### config.mk
export PLATFORM = sky130hd
export DESIGN_NAME = uart_tx_arbiter_flat
export DESIGN_NICKNAME = d
export VERILOG_FILES = /design/src/rtl/uart_tx_arbiter_if.sv /design/src/rtl/uart_tx_arbiter.sv /design/src/flat_wrapper.sv
export SDC_FILE = /design/constraint.sdc
export NUM_CORES = 1
export LEC_CHECK = 0
export BUFFER_PORTS_ARGS = -buffer_cell sky130_fd_sc_hd__buf_2
export CORE_ASPECT_RATIO = 0.7
export CORE_MARGIN = 2
export CORE_UTILIZATION = 57
export CTS_CLUSTER_DIAMETER = 120
export CTS_CLUSTER_SIZE = 24
export DETAILED_ROUTE_END_ITERATION = 8
export GPL_ROUTABILITY_DRIVEN = 0
export GPL_TIMING_DRIVEN = 0
export PLACE_DENSITY = 0.82
export SLEW_MARGIN = 20
export SYNTH_ARGS = -nofsm -noshare
export SYNTH_HDL_FRONTEND = slang
export SYNTH_SLANG_ARGS = --single-unit
### constraint.sdc
create_clock -name CLK -period 3.6 [get_ports CLK]
set_clock_uncertainty 0.1 [all_clocks]
set_input_delay 0.18 -clock CLK [delete_from_list [all_inputs] [get_ports CLK]]
set_output_delay 0.18 -clock CLK [all_outputs]
set_load 0.05 [all_outputs]
### src/rtl/uart_tx_arbiter_if.sv
// Bundle of producer-side and transmitter-side signals of uart_tx_arbiter.
// master: the surrounding system (producers + TX); slave: the arbiter itself.
interface uart_tx_arbiter_if #(
  parameter int N_REQ = 4
);
  logic [N_REQ-1:0]   req;
  logic [8*N_REQ-1:0] dane;
  logic [2*N_REQ-1:0] parz_cfg;
  logic [N_REQ-1:0]   ack;
  logic [2:0]         grant_id;
  logic               zajety;
  logic               done;
  logic [7:0]         slowo_trans;
  logic               start_trans;
  logic               czy_parz;
  logic               jaki_parz;
  logic               transmisja;
  logic               blad;

  modport master (
    output req, dane, parz_cfg, transmisja,
    input  ack, grant_id, zajety, done, slowo_trans, start_trans,
           czy_parz, jaki_parz, blad
  );

  modport slave (
    input  req, dane, parz_cfg, transmisja,
    output ack, grant_id, zajety, done, slowo_trans, start_trans,
           czy_parz, jaki_parz, blad
  );
endinterface

### src/rtl/uart_tx_arbiter.sv
// Round-robin arbiter sharing one UART transmitter among N_REQ byte sources.
// Optional start-timeout watchdog enabled by defining TX_TIMEOUT_EN.
module uart_tx_arbiter #(
  parameter int N_REQ     = 4,
  parameter int START_LEN = 4,
  parameter int GAP       = 0,
  parameter int TIMEOUT   = 128
) (
  input  logic              CLK,
  input  logic              RST,
  uart_tx_arbiter_if.slave  bus
);

  typedef enum logic [2:0] {
    S_IDLE,
    S_LOAD,
    S_WAIT_START,
    S_BUSY,
    S_GAP
  } state_t;

  localparam int unsigned NR = N_REQ;
  localparam int CW = 16;
  localparam logic [CW-1:0] LP_START_LEN = CW'(START_LEN);
  localparam logic [CW-1:0] LP_GAP_LAST  = CW'(GAP - 1);

  state_t           r_state;
  logic [2:0]       r_ptr;
  logic [CW-1:0]    r_cnt;
  logic [N_REQ-1:0] r_ack;
  logic [2:0]       r_grant_id;
  logic             r_zajety;
  logic             r_done;
  logic [7:0]       r_slowo;
  logic             r_start;
  logic             r_czy;
  logic             r_jaki;

  logic             w_gnt_vld;
  logic [2:0]       w_gnt_idx;
  logic [N_REQ-1:0] w_gnt_onehot;
  logic [7:0]       w_gnt_byte;
  logic [1:0]       w_gnt_cfg;

`ifdef TX_TIMEOUT_EN
  localparam int TW = $clog2(TIMEOUT + 1);
  localparam logic [TW-1:0] LP_TMO_LAST = TW'(TIMEOUT - 1);
  logic [TW-1:0] r_tcnt;
  logic          r_blad;
`endif

  // First asserted request after the pointer wins; scanning ptr+1 .. ptr+N_REQ.
  always_comb begin
    int unsigned idx;
    idx          = 0;
    w_gnt_vld    = 1'b0;
    w_gnt_idx    = '0;
    w_gnt_onehot = '0;
    w_gnt_byte   = '0;
    w_gnt_cfg    = '0;
    for (int unsigned k = 1; k <= NR; k++) begin
      idx = (int'(r_ptr) + k) % NR;
      if (!w_gnt_vld && bus.req[idx]) begin
        w_gnt_vld         = 1'b1;
        w_gnt_idx         = 3'(idx);
        w_gnt_onehot[idx] = 1'b1;
        w_gnt_byte        = bus.dane[8*idx +: 8];
        w_gnt_cfg         = bus.parz_cfg[2*idx +: 2];
      end
    end
  end

  always_ff @(posedge CLK) begin
    if (RST) begin
      r_state    <= S_IDLE;
      r_ptr      <= 3'(N_REQ - 1);
      r_cnt      <= '0;
      r_ack      <= '0;
      r_grant_id <= '0;
      r_zajety   <= 1'b0;
      r_done     <= 1'b0;
      r_slowo    <= '0;
      r_start    <= 1'b1;
      r_czy      <= 1'b0;
      r_jaki     <= 1'b0;
`ifdef TX_TIMEOUT_EN
      r_tcnt     <= '0;
      r_blad     <= 1'b0;
`endif
    end else begin
      r_ack  <= '0;
      r_done <= 1'b0;
      case (r_state)
        S_IDLE: begin
          // A frame left running across reset keeps the line busy; hold off.
          if (w_gnt_vld && !bus.transmisja) begin
            r_ack      <= w_gnt_onehot;
            r_grant_id <= w_gnt_idx;
            r_ptr      <= w_gnt_idx;
            r_slowo    <= w_gnt_byte;
            r_jaki     <= w_gnt_cfg[1];
            r_czy      <= w_gnt_cfg[0];
            r_start    <= 1'b0;
            r_zajety   <= 1'b1;
            r_cnt      <= CW'(1);
            r_state    <= S_LOAD;
          end
        end
        S_LOAD: begin
          // r_cnt holds the number of low cycles already driven.
          if (r_cnt == LP_START_LEN) begin
            r_start <= 1'b1;
            r_state <= S_WAIT_START;
`ifdef TX_TIMEOUT_EN
            r_tcnt  <= '0;
`endif
          end else begin
            r_cnt <= r_cnt + 1'b1;
          end
        end
        S_WAIT_START: begin
          if (bus.transmisja) begin
            r_state <= S_BUSY;
          end
`ifdef TX_TIMEOUT_EN
          else if (r_tcnt == LP_TMO_LAST) begin
            r_blad <= 1'b1;
            r_done <= 1'b1;
            r_start <= 1'b1;
            if (GAP > 0) begin
              r_cnt   <= '0;
              r_state <= S_GAP;
            end else begin
              r_zajety <= 1'b0;
              r_state  <= S_IDLE;
            end
          end else begin
            r_tcnt <= r_tcnt + 1'b1;
          end
`endif
        end
        S_BUSY: begin
          if (!bus.transmisja) begin
            r_done <= 1'b1;
            if (GAP > 0) begin
              r_cnt   <= '0;
              r_state <= S_GAP;
            end else begin
              r_zajety <= 1'b0;
              r_state  <= S_IDLE;
            end
          end
        end
        S_GAP: begin
          if (r_cnt == LP_GAP_LAST) begin
            r_zajety <= 1'b0;
            r_state  <= S_IDLE;
          end else begin
            r_cnt <= r_cnt + 1'b1;
          end
        end
        default: begin
          r_start  <= 1'b1;
          r_zajety <= 1'b0;
          r_state  <= S_IDLE;
        end
      endcase
    end
  end

  assign bus.ack         = r_ack;
  assign bus.grant_id    = r_grant_id;
  assign bus.zajety      = r_zajety;
  assign bus.done        = r_done;
  assign bus.slowo_trans = r_slowo;
  assign bus.start_trans = r_start;
  assign bus.czy_parz    = r_czy;
  assign bus.jaki_parz   = r_jaki;
`ifdef TX_TIMEOUT_EN
  assign bus.blad        = r_blad;
`else
  assign bus.blad        = 1'b0;
`endif

endmodule

### src/flat_wrapper.sv
// flat-port wrapper written by rule: the top's interface ports become plain ports
module uart_tx_arbiter_flat 
#(
  parameter int N_REQ     = 4,
  parameter int START_LEN = 4,
  parameter int GAP       = 0,
  parameter int TIMEOUT   = 128
)
  (CLK, RST, bus_req, bus_dane, bus_parz_cfg, bus_transmisja, bus_ack, bus_grant_id, bus_zajety, bus_done, bus_slowo_trans, bus_start_trans, bus_czy_parz, bus_jaki_parz, bus_blad);
  uart_tx_arbiter_if #(.N_REQ(N_REQ)) bus_i ();
  input  logic CLK;
  input  logic RST;
  input wire logic [$bits(bus_i.req)-1:0] bus_req;
  input wire logic [$bits(bus_i.dane)-1:0] bus_dane;
  input wire logic [$bits(bus_i.parz_cfg)-1:0] bus_parz_cfg;
  input wire logic [$bits(bus_i.transmisja)-1:0] bus_transmisja;
  output wire logic [$bits(bus_i.ack)-1:0] bus_ack;
  output wire logic [$bits(bus_i.grant_id)-1:0] bus_grant_id;
  output wire logic [$bits(bus_i.zajety)-1:0] bus_zajety;
  output wire logic [$bits(bus_i.done)-1:0] bus_done;
  output wire logic [$bits(bus_i.slowo_trans)-1:0] bus_slowo_trans;
  output wire logic [$bits(bus_i.start_trans)-1:0] bus_start_trans;
  output wire logic [$bits(bus_i.czy_parz)-1:0] bus_czy_parz;
  output wire logic [$bits(bus_i.jaki_parz)-1:0] bus_jaki_parz;
  output wire logic [$bits(bus_i.blad)-1:0] bus_blad;
  assign bus_i.req = bus_req;
  assign bus_i.dane = bus_dane;
  assign bus_i.parz_cfg = bus_parz_cfg;
  assign bus_i.transmisja = bus_transmisja;
  assign bus_ack = bus_i.ack;
  assign bus_grant_id = bus_i.grant_id;
  assign bus_zajety = bus_i.zajety;
  assign bus_done = bus_i.done;
  assign bus_slowo_trans = bus_i.slowo_trans;
  assign bus_start_trans = bus_i.start_trans;
  assign bus_czy_parz = bus_i.czy_parz;
  assign bus_jaki_parz = bus_i.jaki_parz;
  assign bus_blad = bus_i.blad;
  uart_tx_arbiter #(.N_REQ(N_REQ), .START_LEN(START_LEN), .GAP(GAP), .TIMEOUT(TIMEOUT)) u_core (.CLK(CLK), .RST(RST), .bus(bus_i));
endmodule
# After elaboration in Yosys (flattened, before gate mapping)
# Cells that the tools add are included.
# totals
register_bits	41
# classes
reduce_logical	23
n_mux	54
n_eq_ne	13
addsub	5
bitwise_logic	8
n_lt_le_gt_ge	8
n_shift	8
# op_table
cell	count
$shiftx A32 B6 Y8	4
$mux W16	3
$pmux W16 S3	1
$mux W8	4
$shiftx A8 B4 Y2	4
$mux W3	8
$mux W1	18
$add A16 B1 Y16 const B	1
$eq A16 B16 Y1 const B	1
$eq A16 B3 Y1 const B	1
$mux W4	4
$pmux W3 S5	1
$lt A2 B3 Y1 const B	4
$or A4 B4 Y4	3
$mux W2	5
$bmux W1 S2	4
$demux W1 S2	4
$ge A2 B1 Y1 const B	4
$logic_and A1 B1 Y1	8
$ne A2 B2 Y1 const B	4
$reduce_and A4 Y1	2
$eq A3 B2 Y1 const B	2
$ne A2 B1 Y1 const B	3
$reduce_or A3 Y1	2
other kinds (14)	24

# Logic depth before layout (Yosys ltp)
# depth
ltp_word	16
depth_mapped	13
mapped_depth_nobuf	7

# Worst setup path before layout
# Ideal clock, no wire load.
# synth_path
path_kind	reg2reg
startpoint	register u_core.r_ptr[0]
endpoint	register u_core.r_cnt[5]
path_stages_with_launch	13
slack_ns	0.344
t_arrival_ns	3.037
path_cell_list	dfxtp_1 -> buf_6 -> buf_4 -> buf_2 -> inv_1 -> ha_1 -> clkbuf_2 -> mux4_2 -> buf_6 -> or4_4 -> a21oi_1 -> xor2_1 -> nor2_1
# synth_via
elab_chain_cells	16
# synth_rtl
item	line_no	rtl
start, declared	uart_tx_arbiter.sv:28	logic [2:0] r_ptr;
start signal, assigned	uart_tx_arbiter.sv:76	r_ptr <= 3'(N_REQ - 1);
start signal, assigned	uart_tx_arbiter.sv:99	r_ptr <= w_gnt_idx;
$add A2 B1 Y2	uart_tx_arbiter.sv:62	idx = (int'(r_ptr) + k) % NR;
$bmux W1 S2	uart_tx_arbiter.sv:63	if (!w_gnt_vld && bus.req[idx]) begin
$mux W1 (implied by the code)	uart_tx_arbiter.sv:63	
$mux W1	uart_tx_arbiter.sv:63	
$logic_not A1 Y1	uart_tx_arbiter.sv:63	
$logic_and A1 B1 Y1	uart_tx_arbiter.sv:63	
$mux W1	uart_tx_arbiter.sv:63	
$logic_not A1 Y1	uart_tx_arbiter.sv:63	
$logic_and A1 B1 Y1	uart_tx_arbiter.sv:63	
$mux W1	uart_tx_arbiter.sv:63	
$logic_not A1 Y1	uart_tx_arbiter.sv:63	
$logic_and A1 B1 Y1	uart_tx_arbiter.sv:63	
$mux W1 (*)	uart_tx_arbiter.sv:63	
$logic_and A1 B1 Y1 (*)	uart_tx_arbiter.sv:96	if (w_gnt_vld && !bus.transmisja) begin
$ne A2 B1 Y1 (no line) (*)	n/a	
$reduce_and A4 Y1 (no line) (*)	n/a	
end signal, assigned	uart_tx_arbiter.sv:118	r_cnt <= r_cnt + 1'b1;
end signal, assigned	uart_tx_arbiter.sv:159	r_cnt <= r_cnt + 1'b1;
end, declared	uart_tx_arbiter.sv:29	logic [CW-1:0] r_cnt;
# Every way passes the cells marked *; elsewhere a longest branch is shown, timed or not. The select of a mux whose other input is x is not followed.
# A chain may end at the register's enable or synchronous reset.

# Worst setup path in the final report
# layout_path
startpoint	register u_core.r_ptr[1]
endpoint	register u_core.r_slowo[3], in the netlist u_core.bus.slowo_trans[3]
# layout_via
elab_chain_cells	15
# layout_rtl
item	line_no	rtl
$add A2 B1 Y2	uart_tx_arbiter.sv:62	
$bmux W1 S2	uart_tx_arbiter.sv:63	
$mux W1 (implied by the code)	uart_tx_arbiter.sv:63	
$mux W1	uart_tx_arbiter.sv:63	
$logic_not A1 Y1	uart_tx_arbiter.sv:63	
$logic_and A1 B1 Y1	uart_tx_arbiter.sv:63	
$mux W1	uart_tx_arbiter.sv:63	
$logic_not A1 Y1	uart_tx_arbiter.sv:63	
$logic_and A1 B1 Y1	uart_tx_arbiter.sv:63	
$mux W1	uart_tx_arbiter.sv:63	
$logic_not A1 Y1	uart_tx_arbiter.sv:63	
$logic_and A1 B1 Y1	uart_tx_arbiter.sv:63	
$mux W1	uart_tx_arbiter.sv:63	
$logic_and A1 B1 Y1	uart_tx_arbiter.sv:96	
$reduce_and A2 Y1 (no line)	n/a	
end signal, assigned	uart_tx_arbiter.sv:100	r_slowo <= w_gnt_byte;
end, declared	uart_tx_arbiter.sv:34	logic [7:0] r_slowo;
# Several ways; a longest one is shown, not always the timed one. The select of a mux whose other input is x is not followed.

==> impl_metrics.ini <==
[synth]
netlist_area_um2 = 3520
ys_seq_area_share_pct = 22.2
yosysMostFrequentCell = mux4_2
yosysTopAreaCell = mux4_2
ys_top_cells_by_area = mux4_2 (28%), dfxtp_1 (22%), ha_1 (5.3%), nor2_1 (4.6%), a221oi_1 (3.5%)
syn_inst = 348
ys_ff_latch = 39
ys_warn_count = 0
synth_top_cell_area_share_pct = 28.1
synth_edf_count = 0
postSynthAreaPerCell_um2 = 10.1
async_flop_share_pct = 0
ys.flop_type = dfxtp_1
synthTopCellsByCount = mux4_2 (44), nor2_1 (43), dfxtp_1 (39)
synth.distinct_cells = 49

[worst_setup_path]
slowest_stage = dfxtp_1
crit_required_ns = 3.65
ff2ff_path_depth = 10
cp_slowest_stage_delay_ns = 0.42
critPathArrivalTime_ns = 3.51
cp_max_fo = 15
worstSetupPathType = register to register
cp.depth = 10
timing.rr.start = u_core.r_ptr[1]
r2r_setup_slack_ns = 0.15
crit_family = buffers and inverters
regToRegEndpoint = u_core.bus.slowo_trans[3]
critical_path.startpoint = u_core.r_ptr[1]
end_kind = register
cp_cell_sequence = buf_2, inv_1, ha_1, buf_2, mux4_2, nor2b_1, buf_4, a221oi_1, a2bb2oi_1, a211oi_1
cp-start-kind = register
crit_buf_inv = 4
crit_end = u_core.bus.slowo_trans[3]
crit_top_cell = buf_2

[cts]
clk_latency_ns = 0.30
cts_hold_buf = 0
cts.htree.levels = 2
root_buffer = clkbuf_8
numCtsBuffers = 5
cts_tree = built
cts_buffer_depth = 2
clk_pin_slew_ns = 0.08
clkSinkCount = 39

[die]
die_w_um = 98.0
io_pins = 68
die-area_um2 = 6840
die_h_um = 69.8
core_um2 = 5840
core.rowCount = 23
start_util_pct = 60.3

[power_and_ir_drop]
p_leak_nw = 1.63
power_w = 0.00348
internal_power_w = 0.00175
p_per_area_nw_per_um2 = 854
ir_drop_mv = 0.498
sw_frac_of_total_pct = 49.7
clkPwrFrac_pct = 8.5
power.switching_w = 0.00173
p_comb_share_pct = 74.0
seqPwrFrac_pct = 17.4

[grt]
grt_remaining_overflow = 0
grt_use_met2_pct = 45.7
use_met3_pct = 5.95
busiest_layer = met2
grt_max_degree = 16
grt_pass1_wl_um = 16000
grt_usage_pct = 29.4
antenna_found_initial = 0
grt_pass1_vias = 3173
grtUsageMet1_pct = 42.1

[sta]
hold_ws_ns = 0.134
finalSetupViolCount = 0
fmax_mhz = 289
finalCriticalPeriod_ns = 3.45
finalHoldViolations = 0
tightest_slew_ns = 0.873
grt_setup_unrepaired = no
fin_setup_tns_ns = 0
slew_violations = 0
relSlewSlack_pct = 41.8
fin_crit_sh_pct = 96.0
final.setup.worst_slack_ns = 0.145

[cells_and_area]
fin_nets = 485
diodes = 0
drive_above_1_share_pct = 35.6
stdcell_count = 499
area.growth.synth_to_final_pct = 15.6

[routing]
wl_um = 9830
dr.first_iter.drc_count = 421
viasPerCell = 6.79
drt_first_pass_iters = 5
ant_nets = 0
wl_per_cell_um = 19.7
vias = 3387
route.detailed.drc = 0

[outcome]
outcome = finished, final reports clean

[min_path]
hold_class = input pin to register
holdPathStages = 4
hp-start = RST

[run]
drv_cap = 0

[placed_design]
dp_cells = 488
dp_hpwl_um = 7230
portBuffers = 64
dp_slack_ns = -0.455
==> layout by cell type (no fill, tap or decap), types with 2 or more instances in the layout <==
| master | Yosys | layout |
|---|---|---|
| a211oi_1 | 16 | 16 |
| inv_1 | 10 | 10 |
| a21oi_1 | 10 | 10 |
| dfxtp_1 | 39 | 38 |
| nor2_1 | 43 | 42 |
| clkbuf_1 | 16 | 14 |
| o21ai_0 | 7 | 7 |
| xnor2_1 | 8 | 8 |
| xor2_1 | 2 | 2 |
| nand3_1 | 7 | 7 |
| nor2_2 | 1 | 2 |
| clkbuf_8 | 0 | 5 |
| nand2b_1 | 8 | 8 |
| a221oi_1 | 14 | 14 |
| buf_4 | 4 | 8 |
| mux2i_1 | 9 | 9 |
| a2bb2oi_1 | 10 | 10 |
| nor2b_1 | 4 | 4 |
| ha_1 | 15 | 15 |
| and3_1 | 2 | 2 |
| and4_1 | 2 | 2 |
| buf_2 | 6 | 70 |
| mux2_2 | 3 | 3 |
| clkbuf_2 | 1 | 2 |
| mux4_2 | 44 | 44 |
| nand4_1 | 5 | 5 |
| nand2_1 | 22 | 22 |
| nor3_1 | 12 | 12 |
| buf_6 | 2 | 4 |
| conb_1 | 1 | 2 |
| nor4b_1 | 2 | 2 |
| a221o_1 | 5 | 5 |
==> power groups by stage <==
stage,Sequential [W],Clock [W],Combinational (W)
floorplan,0.000877,0,0.00167
global placement,0.000608,0,0.00238
detailed placement,0.000615,0,0.00246
CTS,0.000605,0.000303,0.00250
global route,0.000620,0.000321,0.00272
finish,0.000606,0.000297,0.00258
==> cells by family after synthesis <==
family	after synthesis	synth area share (%)
and+or+nand+nor	117	16.5
AOI/OAI and AO/OA	69	16.0
buffers and inverters	40	5.36
other	1	0.106
xor gates and xnor gates	10	2.49
DFF	39	22.2
adders and majority gates	15	5.32
muxes	57	32.1
==> cell type report <==
cell class / count / area [um^2]
inverters: 10 / 37.5
clock inverters: 2 / 12.5
well taps: 75 / 93.8
plain buffers: 28 / 156
clock buffers: 6 / 72.6
fillers: 458 / 1770
flip-flops and latches: 39 / 782
multi-input cells: 270 / 2560
repair buffers: 69 / 358
==> sequential cells by signal, indices dropped and copies added, names as in the netlist <==
register and cells:
u_core.r_cnt 16, u_core.bus.slowo_trans 8, u_core.bus.done 1, u_core.bus.grant_id 2, u_core.bus.start_trans 1, u_core.r_state 2, u_core.bus.jaki_parz 1, u_core.bus.zajety 1
u_core.bus.ack 4, u_core.bus.czy_parz 1, u_core.r_ptr 2
==> worst register-to-register path, stage by stage (launching register included) <==
cell,delay (ns)
dfxtp_1,0.42
buf_2,0.41
inv_1,0.22
ha_1,0.34
buf_2,0.23
mux4_2,0.37
nor2b_1,0.23
buf_4,0.22
a221oi_1,0.32
a2bb2oi_1,0.33
a211oi_1,0.13
==> how the worst min path moves through the flow <==
| stage | end | slack (ns) |
|---|---|---|
| finish | u_core.r_cnt[14] | 0.13 |
| global route | u_core.r_cnt[2] | 0.15 |
| CTS | u_core.r_cnt[14] | 0.14 |
| detailed placement | u_core.bus.zajety | 0.39 |
| global placement | u_core.bus.start_trans | 0.36 |
| floorplan | u_core.r_cnt[14] | 0.27 |
==> through the flow <==
step	instance area, um^2	util (%)
final	4080	69.8
after global routing	4080	69.8
after CTS	4060	69.5
after detailed placement	3940	67.5
after global placement	3940	67.5
after floorplan	3530	-
==> per-layer routing <==
metal  up-vias  wire length (um)
li1       1509                 -
met1      1611              4040
met2       245              4530
met3        22              1100
met4         0               158
met5         -                 0
==> timing repair <==
item                                   CTS  global route
buffers inserted                         4             1
pin swaps                                3             1
endpoints found under the hold margin    0             0
setup endpoints to repair               36            34
gates resized for setup                  5             4
Power figures use the tool's default switching activity.
